## src/rtl/rv32_run_pkg.sv

```systemverilog
`default_nettype none
// ============================================================================
// Module      : rv32_run_pkg
// Description : Shared types and constants for the RV32I run controller.
//               Run-state encoding, halt-cause codes and the encodings of
//               the two SYSTEM instructions treated as program end.
// Revision    : 1.0 - initial release
// ============================================================================
package rv32_run_pkg;

    // Run-controller states
    typedef enum logic [1:0] {
        ST_IDLE  = 2'd0,
        ST_RESET = 2'd1,
        ST_RUN   = 2'd2,
        ST_DONE  = 2'd3
    } run_state_e;

    // Halt-cause codes reported on halt_cause
    localparam logic [1:0] HC_NONE   = 2'b00;
    localparam logic [1:0] HC_EBREAK = 2'b01;
    localparam logic [1:0] HC_ECALL  = 2'b10;
    localparam logic [1:0] HC_LOOP   = 2'b11;

    // Full 32-bit encodings of the program-end instructions
    localparam logic [31:0] INSTR_EBREAK = 32'h0010_0073;
    localparam logic [31:0] INSTR_ECALL  = 32'h0000_0073;

endpackage : rv32_run_pkg
`default_nettype wire

```

## src/rtl/rv32_halt_detect.sv

```systemverilog
`default_nettype none
// ============================================================================
// Module      : rv32_halt_detect
// Description : Program-end detector. Flags EBREAK, ECALL or a pc that
//               repeats on HALT_REPEAT consecutive retirements. The halt
//               decision is combinational on the current retirement; the
//               caller registers it.
// Ports       : clk   - clock, rising edge
//               rst   - asynchronous active-low reset
//               clear - synchronous tracker clear (new run)
//               valid - a retirement to evaluate this cycle
//               pc    - pc of the retired instruction
//               instr - encoding of the retired instruction
//               halt  - this retirement ends the program
//               cause - halt-cause code accompanying halt
// Revision    : 1.0 - initial release
// ============================================================================
module rv32_halt_detect
    import rv32_run_pkg::*;
#(
    parameter int XLEN        = 32,
    parameter int HALT_REPEAT = 4
) (
    input  logic            clk,
    input  logic            rst,
    input  logic            clear,
    input  logic            valid,
    input  logic [XLEN-1:0] pc,
    input  logic [31:0]     instr,
    output logic            halt,
    output logic [1:0]      cause
);

    // Wide enough to hold HALT_REPEAT itself, the value stored on a loop halt
    localparam int c_rep_w = $clog2(HALT_REPEAT + 1);
    localparam logic [c_rep_w-1:0] c_rep_one  = c_rep_w'(1);
    localparam logic [c_rep_w-1:0] c_rep_halt = c_rep_w'(HALT_REPEAT);

    logic [XLEN-1:0]    r_prev_pc;
    logic               r_prev_valid;
    logic [c_rep_w-1:0] r_repeat;

    logic               w_same_pc;
    logic [c_rep_w-1:0] w_repeat_inc;

    assign w_same_pc    = r_prev_valid && (pc == r_prev_pc);
    assign w_repeat_inc = r_repeat + c_rep_one;

    // Instruction matches outrank the self-loop check
    always_comb begin
        halt  = 1'b0;
        cause = HC_NONE;
        if (valid) begin
            if (instr == INSTR_EBREAK) begin
                halt  = 1'b1;
                cause = HC_EBREAK;
            end else if (instr == INSTR_ECALL) begin
                halt  = 1'b1;
                cause = HC_ECALL;
            end else if (w_same_pc && (w_repeat_inc == c_rep_halt)) begin
                halt  = 1'b1;
                cause = HC_LOOP;
            end
        end
    end

    // Tracker only moves on retirements; bubbles leave it untouched
    always_ff @(posedge clk or negedge rst) begin
        if (!rst) begin
            r_prev_pc    <= '0;
            r_prev_valid <= 1'b0;
            r_repeat     <= '0;
        end else if (clear) begin
            r_prev_pc    <= '0;
            r_prev_valid <= 1'b0;
            r_repeat     <= '0;
        end else if (valid) begin
            r_prev_pc    <= pc;
            r_prev_valid <= 1'b1;
            r_repeat     <= w_same_pc ? w_repeat_inc : c_rep_one;
        end
    end

endmodule : rv32_halt_detect
`default_nettype wire

```

## src/rtl/rv32_run_ctrl.sv

```systemverilog
`default_nettype none
// ============================================================================
// Module      : rv32_run_ctrl
// Description : Run controller around an RV32I core. On start it holds the
//               core in reset for RST_CYCLES, lets it run while counting
//               cycles and retirements, and stops on EBREAK, ECALL, a pc
//               self-loop or the MAX_CYCLES budget. All outputs registered.
// Ports       : clk        - clock, rising edge
//               rst        - asynchronous active-low reset
//               start      - single-cycle run request (IDLE/DONE only)
//               core_rst   - active-low reset to the core
//               valid      - core retired an instruction
//               pc         - pc of the retired instruction
//               instr      - encoding of the retired instruction
//               busy       - in RESET or RUN
//               done       - in DONE
//               timeout    - run ended on the cycle budget
//               halt_cause - 00 none, 01 ebreak, 10 ecall, 11 self-loop
//               cycle_cnt  - RUN cycles
//               retire_cnt - retirements during RUN
// Revision    : 1.0 - initial release
// ============================================================================
module rv32_run_ctrl
    import rv32_run_pkg::*;
#(
    parameter int XLEN        = 32,
    parameter int CNT_W       = 32,
    parameter int RST_CYCLES  = 2,
    parameter int MAX_CYCLES  = 1024,
    parameter int HALT_REPEAT = 4
) (
    input  logic             clk,
    input  logic             rst,
    input  logic             start,
    output logic             core_rst,
    input  logic             valid,
    input  logic [XLEN-1:0]  pc,
    input  logic [31:0]      instr,
    output logic             busy,
    output logic             done,
    output logic             timeout,
    output logic [1:0]       halt_cause,
    output logic [CNT_W-1:0] cycle_cnt,
    output logic [CNT_W-1:0] retire_cnt
);

    localparam int c_hold_w = (RST_CYCLES > 1) ? $clog2(RST_CYCLES) : 1;
    localparam logic [c_hold_w-1:0] c_hold_last = c_hold_w'(RST_CYCLES - 1);
    localparam logic [c_hold_w-1:0] c_hold_one  = c_hold_w'(1);
    localparam logic [CNT_W-1:0]    c_cyc_last  = CNT_W'(MAX_CYCLES - 1);
    localparam logic [CNT_W-1:0]    c_cnt_one   = CNT_W'(1);

    run_state_e          r_state;
    logic [c_hold_w-1:0] r_hold;
    logic                r_core_rst;
    logic                r_busy;
    logic                r_done;
    logic                r_timeout;
    logic [1:0]          r_cause;
    logic [CNT_W-1:0]    r_cycle_cnt;
    logic [CNT_W-1:0]    r_retire_cnt;

    logic                w_in_run;
    logic                w_valid_run;
    logic                w_launch;
    logic                w_halt;
    logic [1:0]          w_cause;

    // Retirements outside RUN come from a core held in reset; ignore them
    assign w_in_run    = (r_state == ST_RUN);
    assign w_valid_run = valid && w_in_run;
    assign w_launch    = start && ((r_state == ST_IDLE) || (r_state == ST_DONE));

    rv32_halt_detect #(
        .XLEN        (XLEN),
        .HALT_REPEAT (HALT_REPEAT)
    ) u_halt_detect (
        .clk   (clk),
        .rst   (rst),
        .clear (w_launch),
        .valid (w_valid_run),
        .pc    (pc),
        .instr (instr),
        .halt  (w_halt),
        .cause (w_cause)
    );

    always_ff @(posedge clk or negedge rst) begin
        if (!rst) begin
            r_state      <= ST_IDLE;
            r_hold       <= '0;
            r_core_rst   <= 1'b0;
            r_busy       <= 1'b0;
            r_done       <= 1'b0;
            r_timeout    <= 1'b0;
            r_cause      <= HC_NONE;
            r_cycle_cnt  <= '0;
            r_retire_cnt <= '0;
        end else begin
            case (r_state)
                ST_IDLE, ST_DONE: begin
                    if (start) begin
                        r_state      <= ST_RESET;
                        r_hold       <= '0;
                        r_busy       <= 1'b1;
                        r_done       <= 1'b0;
                        r_timeout    <= 1'b0;
                        r_cause      <= HC_NONE;
                        r_cycle_cnt  <= '0;
                        r_retire_cnt <= '0;
                    end
                end
                ST_RESET: begin
                    if (r_hold == c_hold_last) begin
                        r_state    <= ST_RUN;
                        r_core_rst <= 1'b1;
                    end else begin
                        r_hold <= r_hold + c_hold_one;
                    end
                end
                ST_RUN: begin
                    // The final RUN cycle is counted as well, so a budget
                    // expiry leaves cycle_cnt at exactly MAX_CYCLES
                    r_cycle_cnt <= r_cycle_cnt + c_cnt_one;
                    if (valid) begin
                        r_retire_cnt <= r_retire_cnt + c_cnt_one;
                    end
                    if (w_halt) begin
                        r_state    <= ST_DONE;
                        r_cause    <= w_cause;
                        r_core_rst <= 1'b0;
                        r_busy     <= 1'b0;
                        r_done     <= 1'b1;
                    end else if (r_cycle_cnt == c_cyc_last) begin
                        r_state    <= ST_DONE;
                        r_timeout  <= 1'b1;
                        r_core_rst <= 1'b0;
                        r_busy     <= 1'b0;
                        r_done     <= 1'b1;
                    end
                end
                default: begin
                    r_state <= ST_IDLE;
                end
            endcase
        end
    end

    assign core_rst   = r_core_rst;
    assign busy       = r_busy;
    assign done       = r_done;
    assign timeout    = r_timeout;
    assign halt_cause = r_cause;
    assign cycle_cnt  = r_cycle_cnt;
    assign retire_cnt = r_retire_cnt;

endmodule : rv32_run_ctrl
`default_nettype wire

```

## config.mk

```make
export PLATFORM = sky130hd
export DESIGN_NAME = rv32_run_ctrl
export DESIGN_NICKNAME = d
export VERILOG_FILES = /design/src/rtl/rv32_run_pkg.sv /design/src/rtl/rv32_halt_detect.sv /design/src/rtl/rv32_run_ctrl.sv
export SDC_FILE = /design/constraint.sdc
export NUM_CORES = 1
export LEC_CHECK = 0
export CORE_MARGIN = 8
export CORE_UTILIZATION = 55
export CTS_CLUSTER_SIZE = 30
export DETAILED_ROUTE_END_ITERATION = 8
export HOLD_SLACK_MARGIN = 0.08
export MAX_ROUTING_LAYER = met4
export PLACE_DENSITY_LB_ADDON = 0.12
export SLEW_MARGIN = 5
export SYNTH_ARGS = -nofsm -noshare
export SYNTH_HDL_FRONTEND = slang
export SYNTH_HIERARCHICAL = 1
export SYNTH_SLANG_ARGS = --single-unit
```

## constraint.sdc

```tcl
create_clock -name clk -period 9.2 [get_ports clk]
set_clock_uncertainty 0.05 [all_clocks]
set_input_delay 1.38 -clock clk [delete_from_list [all_inputs] [get_ports clk]]
set_output_delay 1.38 -clock clk [all_outputs]
set_load 0.01 [all_outputs]
```

### Word level (Yosys, flattened, before mapping)

Cells that the tools add are included.

| storage, ports and cells | value |
|---|---|
| bits in registers | 109 |
| bits of input ports | 68 |
| output and inout bits | 70 |
| word-level logic and storage cells | 91 |

| cells by class | value |
|---|---|
| add/sub/neg operators | 4 |
| eq/ne operators | 15 |
| mux-type cells | 41 |
| reduce and logical (&&, ||, !) cells | 19 |

Operators by type and width:

| kind | number |
|---|---|
| 2-to-1 mux 32 bit | 4 |
| case mux 32 bit (2 select lines) | 2 |
| adder 32 x 1 -> 32 bit, second input constant | 2 |
| == test 32 x 10 -> 1 bit, second input constant | 1 |
| == test 32 x 21 -> 1 bit, second input constant | 1 |
| == test 32 bit | 1 |
| == test 32 x 7 -> 1 bit, second input constant | 1 |
| 2-to-1 mux 2 bit | 10 |
| 2-to-1 mux 1 bit | 15 |
| AND reduction 3 bit | 5 |
| case mux 1 bit (2 select lines) | 5 |
| 2-to-1 mux 3 bit | 3 |
| inequality test 2 bit, second input constant | 4 |
| nonzero test 2 bit | 4 |
| case mux 2 bit (3 select lines) | 1 |
| == test 2 bit, second input constant | 2 |
| logical AND 1 bit | 4 |
| inequality test 2 x 1 -> 1 bit, second input constant | 2 |
| case mux 2 bit (2 select lines) | 1 |
| AND reduction 2 bit | 2 |
| AND reduction 4 bit | 1 |
| adder 3 x 1 -> 3 bit, second input constant | 1 |
| == test 3 bit, second input constant | 1 |
| inequality test 3 x 1 -> 1 bit, second input constant | 1 |
| 5 further kinds | 5 |

### Logic depth before layout (Yosys ltp)

| logic depth | value |
|---|---|
| word-level depth | 9 |
| mapped depth | 13 |
| mapped depth without buffers | 9 |

### Modules after synthesis

The synthesis kept the hierarchy.

Modules (own cells, without submodules):

| module | times used | cells each | area each (µm²) | seq. area each (µm²) |
|---|---|---|---|---|
| rv32_run_ctrl | 1 | 422 | 3,991.3 | 1,826.8 |
| rv32_halt_detect | 1 | 195 | 2,025.7 | 900.9 |

### Least setup slack after synthesis

OpenSTA, ideal clock, no wires.

| timing path | value |
|---|---|
| kind | input port to flip-flop |
| start | in pc[24] |
| end | reg r_busy (netlist: busy) |
| setup time | 0.118 ns |
| arrival | 3.128 ns |
| data required time | 9.032 ns |
| setup slack | 5.904 ns |
| stages on the path | 9 |
| path buffers | 1 |
| path through | xor2_1 nor4_2 nand4_1 nor4_1 o21a_1 clkbuf_1 a21oi_1 or3_1 a21o_1 |

| between the ends | value |
|---|---|
| cells in the longest elaborated chain, start to end | 9 |
| elaborated cells between the ends (all ways) | 11 |
| classes of those cells | 2 x eq/ne; 6 x mux; 3 x reduce/logical |

RTL lines:

| item | line | text |
|---|---|---|
| start, declared | rv32_run_ctrl.sv:37 | `input logic [XLEN-1:0] pc,` |
| == test 32 bit * | rv32_halt_detect.sv:46 | `assign w_same_pc = r_prev_valid && (pc == r_prev_pc);` |
| logical AND 1 bit * | rv32_halt_detect.sv:46 |  |
| logical AND 1 bit * | rv32_halt_detect.sv:60 | `end else if (w_same_pc && (w_repeat_inc == c_rep_halt)) begin` |
| 2-to-1 mux 1 bit * | rv32_halt_detect.sv:60 |  |
| 2-to-1 mux 1 bit * | rv32_halt_detect.sv:57 | `end else if (instr == INSTR_ECALL) begin` |
| 2-to-1 mux 1 bit * | rv32_halt_detect.sv:54 | `if (instr == INSTR_EBREAK) begin` |
| 2-to-1 mux 1 bit * | rv32_halt_detect.sv:53 | `if (valid) begin` |
| named net w_halt | rv32_run_ctrl.sv:66 | `logic w_halt;` |
| inequality test 3 x 1 -> 1 bit (no line) / 2-to-1 mux 1 bit (equally long branches) | -- |  |
| AND reduction 3 bit (no line) / case mux 1 bit (2 select lines) (equally long branches) | -- |  |
| end signal, assigned | rv32_run_ctrl.sv:93 | `r_busy <= 1'b0;` |
| end signal, assigned | rv32_run_ctrl.sv:105 | `r_busy <= 1'b1;` |
| end signal, assigned | rv32_run_ctrl.sv:132 | `r_busy <= 1'b0;` |
| end, declared | rv32_run_ctrl.sv:56 | `logic r_busy;` |

Mark *: on every way through the listed nets, which the timed path passes. The rest lies on a longest branch.
A chain may end at the register's enable or synchronous reset.

### Final worst setup path

| timing path | value |
|---|---|
| start | in valid |
| end | reg r_busy (netlist: busy) |

| between the ends | value |
|---|---|
| cells in the longest elaborated chain, start to end | 4 |
| elaborated cells between the ends (all ways) | 6 |
| classes of those cells | 1 x eq/ne; 3 x mux; 2 x reduce/logical |

RTL lines:

| item | line | text |
|---|---|---|
| start, declared | rv32_run_ctrl.sv:36 | `input logic valid,` |
| logical AND 1 bit * | rv32_run_ctrl.sv:71 | `assign w_valid_run = valid && w_in_run;` |
| named net w_valid_run | rv32_run_ctrl.sv:64 | `logic w_valid_run;` |
| 2-to-1 mux 1 bit * | rv32_halt_detect.sv:53 |  |
| named net w_halt | rv32_run_ctrl.sv:66 |  |
| inequality test 3 x 1 -> 1 bit (no line) / 2-to-1 mux 1 bit (equally long branches) | -- |  |
| AND reduction 3 bit (no line) / case mux 1 bit (2 select lines) (equally long branches) | -- |  |

Marks and branches as above.

==> impl_metrics.json <==
{
  "status": "completed",
  "place_hpwl_um": 10680,
  "post_synth_num_cell_types": 53,
  "total_power_mw": 1.333,
  "area_growth_pct": 26.08,
  "cts-root-buf": "clkbuf_8",
  "wl_met2_um": 6696,
  "routed_wl_um": 14650,
  "max_slew.worst_pin.slew_ns": 1.121,
  "synth_common_cells": "dfrtp_1 (109), nor2_1 (100), xnor2_1 (43), xor2_1 (36), mux2i_1 (35)",
  "drv_cap": 0,
  "ys_seq_area_share_pct": 45.33,
  "power.density_mw_per_mm2": 175.8,
  "required_ns": 9.42,
  "synth_top_family_by_area": "simple AND/OR/NAND/NOR gates",
  "synthCells": 617,
  "slew-limit-headroom_pct": 25.25,
  "cp_max_fo": 42,
  "tns_ns": 0,
  "fillers": 842,
  "cp.arrival_ns": 3.96,
  "routedWlPerCell_um": 16.59,
  "numCtsBuffers": 9,
  "synth_ff_type": "dfrtp_1",
  "via_per_inst": 5.521,
  "met1Wirelength_um": 6931,
  "timing.final.max_slew_violations": 0,
  "dr_total_vias": 4875,
  "grt_pass1_vias": 4928,
  "drive_above_1_share_pct": 6.864,
  "antenna_found_initial": 0,
  "grt_usage_pct": 21.04,
  "synth_fa_ha_area_share_pct": 1.456,
  "cp-start-kind": "input port",
  "grt_start_max_net_pins": 58,
  "wl_met3_um": 867,
  "criticalPathCategory": "input port to flop",
  "drc_errors": 0,
  "end_kind": "flop",
  "dieHeight_um": 120.6,
  "synth_top_area_share_pct": 45.33,
  "avgSynthCellArea_um2": 9.752,
  "async_reset_ff_share_pct": 100.0,
  "fp.dieW_um": 120.6,
  "synth_area_mm2": 0.006017,
  "ys_warn_count": 6,
  "hold_viol_final": 0,
  "hold_class": "flop to flop",
  "irDropWorstVdd_mv": 0.1313,
  "top_layer": "met4",
  "cts_tree": "yes",
  "drt-pass1-iter-count": 5,
  "max_freq_mhz": 267.5,
  "drtIter0Drc": 266,
  "clk_path_buf_depth": 2,
  "synth_edf_count": 0,
  "period_minus_slack_ns": 3.738,
  "setup_viol": 0,
  "num_rows": 38,
  "grt_setup_unrepaired": "false",
  "ys_seq_elements": 109,
  "cts_sinks": 109,
  "core-area_mm2": 0.01075,
  "overflow": 0,
  "synth_compound_area_share_pct": 5.261,
  "synth-xor-area-share_pct": 11.50,
  "clk_latency_ns": 0.37,
  "grt_pass1_wl_um": 24440,
  "io_buffers": 137,
  "clk_pin_slew_ns": 0.09,
  "start_util_pct": 56.00,
  "syn-num-nets": 692,
  "ctsHoldBuffers": 0,
  "synthTopCellsByArea": "dfrtp_1 (45%), xnor2_1 (6.3%), nor2_1 (6.2%), mux2i_1 (5.8%), xor2_1 (5.2%)",
  "synth-simple-area-share_pct": 25.56,
  "postCtsSetupBuffers": 0,
  "synth_area_leader_cell": "dfrtp_1",
  "place.gp.congestion": 0.8599,
  "muxShareOfSynthArea_pct": 6.010,
  "antenna_cells": 0,
  "post_cts_resized": 0,
  "post-route-period-util_pct": 40.63,
  "finalNetCount": 813,
  "leakagePower_nw": 3.031,
  "h-tree-depth": 3,
  "io_pins": 138,
  "yosysMostFrequentCell": "dfrtp_1",
  "antenna_left": 0,
  "die-area_mm2": 0.01454
}
through the flow:
step           std cells  hold slack [ns]  setup WS (ns)  cell area (um^2)  utilization, %
6_report             883           0.4598          5.462              7586           70.60
3_3_place_gp         867           0.4254          5.204              7408           68.95
5_1_grt              883           0.4794          5.326              7586           70.60
3_5_place_dp         867           0.4449          5.104              7408           68.95
2_1_floorplan        617           0.4162          5.904              6017               -
4_1_cts              883           0.4682          5.487              7586           70.60
worst max-delay path, stage by stage:
cell             delay (ns)
clkdlybuf4s50_1        0.60
and2_2                 0.94
o21a_1                 0.39
a21oi_1                0.09
or3_1                  0.36
a21o_1                 0.19
cell usage in the layout (no fill, tap or decap), types with 21 or more instances in the layout:
master           netlist  final
nand3_1               24     24
nor2_1               100    100
xor2_1                36     36
nor4_1                21     21
dfrtp_1              109    109
clkdlybuf4s50_1        0    136
mux2i_1               35     35
inv_1                 28     28
nand2_1               27     27
xnor2_1               43     43
state kept, by name, summed over array words and instances, names as in the netlist, 2 cells and up:
register,flops
u_halt_detect/r_repeat,3
retire_cnt,32
r_state,2
u_halt_detect/r_prev_pc,32
halt_cause,2
cycle_cnt,32
final timing paths:
kind | cells after the start | end | slack (ns) | from
setup / recovery | 6 | busy$_DFFE_PN0P_ | 5.46 | valid
max in group asynchronous | 2 | u_halt_detect/r_prev_pc[10]$_DFFE_PN0P_ | 6.95 | rst
hold / removal | 1 | busy$_DFFE_PN0P_ | 0.46 | busy$_DFFE_PN0P_
hold reg to reg | 1 | busy$_DFFE_PN0P_ | 0.46 | busy$_DFFE_PN0P_
min in group asynchronous | 1 | u_halt_detect/r_prev_pc[2]$_DFFE_PN0P_ | 0.97 | rst
setup reg to reg | 7 | busy$_DFFE_PN0P_ | 5.84 | r_state[0]$_DFFE_PN0P_
cells by family after synthesis:
group                      after synthesis
and+or+nand+nor                        276
DFF                                    109
xor gates and xnor gates                79
buffers and inverters                   59
AOI/OAI and AO/OA                       51
muxes                                   36
adders and majority gates                7
where the power goes:
group / internal (mW) / switching, mW / total, mW / leakage [nW]
combinational: 0.176 / 0.282 / 0.458 / 1.45
sequential: 0.551 / 0.0577 / 0.608 / 1.49
clock: 0.107 / 0.160 / 0.267 / 0.0933
cell type report:
class	count	area, um^2	area share (%)
flip-flops and latches	109	2728	35.96
clock inverters	5	36.28	0.4783
well taps	140	175.2	2.309
inverters	28	105.1	1.385
multi-input cells	449	3002	39.57
clock buffers	11	141.4	1.864
repair buffers	141	1399	18.44
per-layer routing:
layer,GRT usage [%],up-vias
li1,-,2372
met3,5.594,11
met2,32.06,121
met4,5.230,0
met5,-,-
met1,27.43,2371
Note: power is estimated with default switching activity, not from simulation.
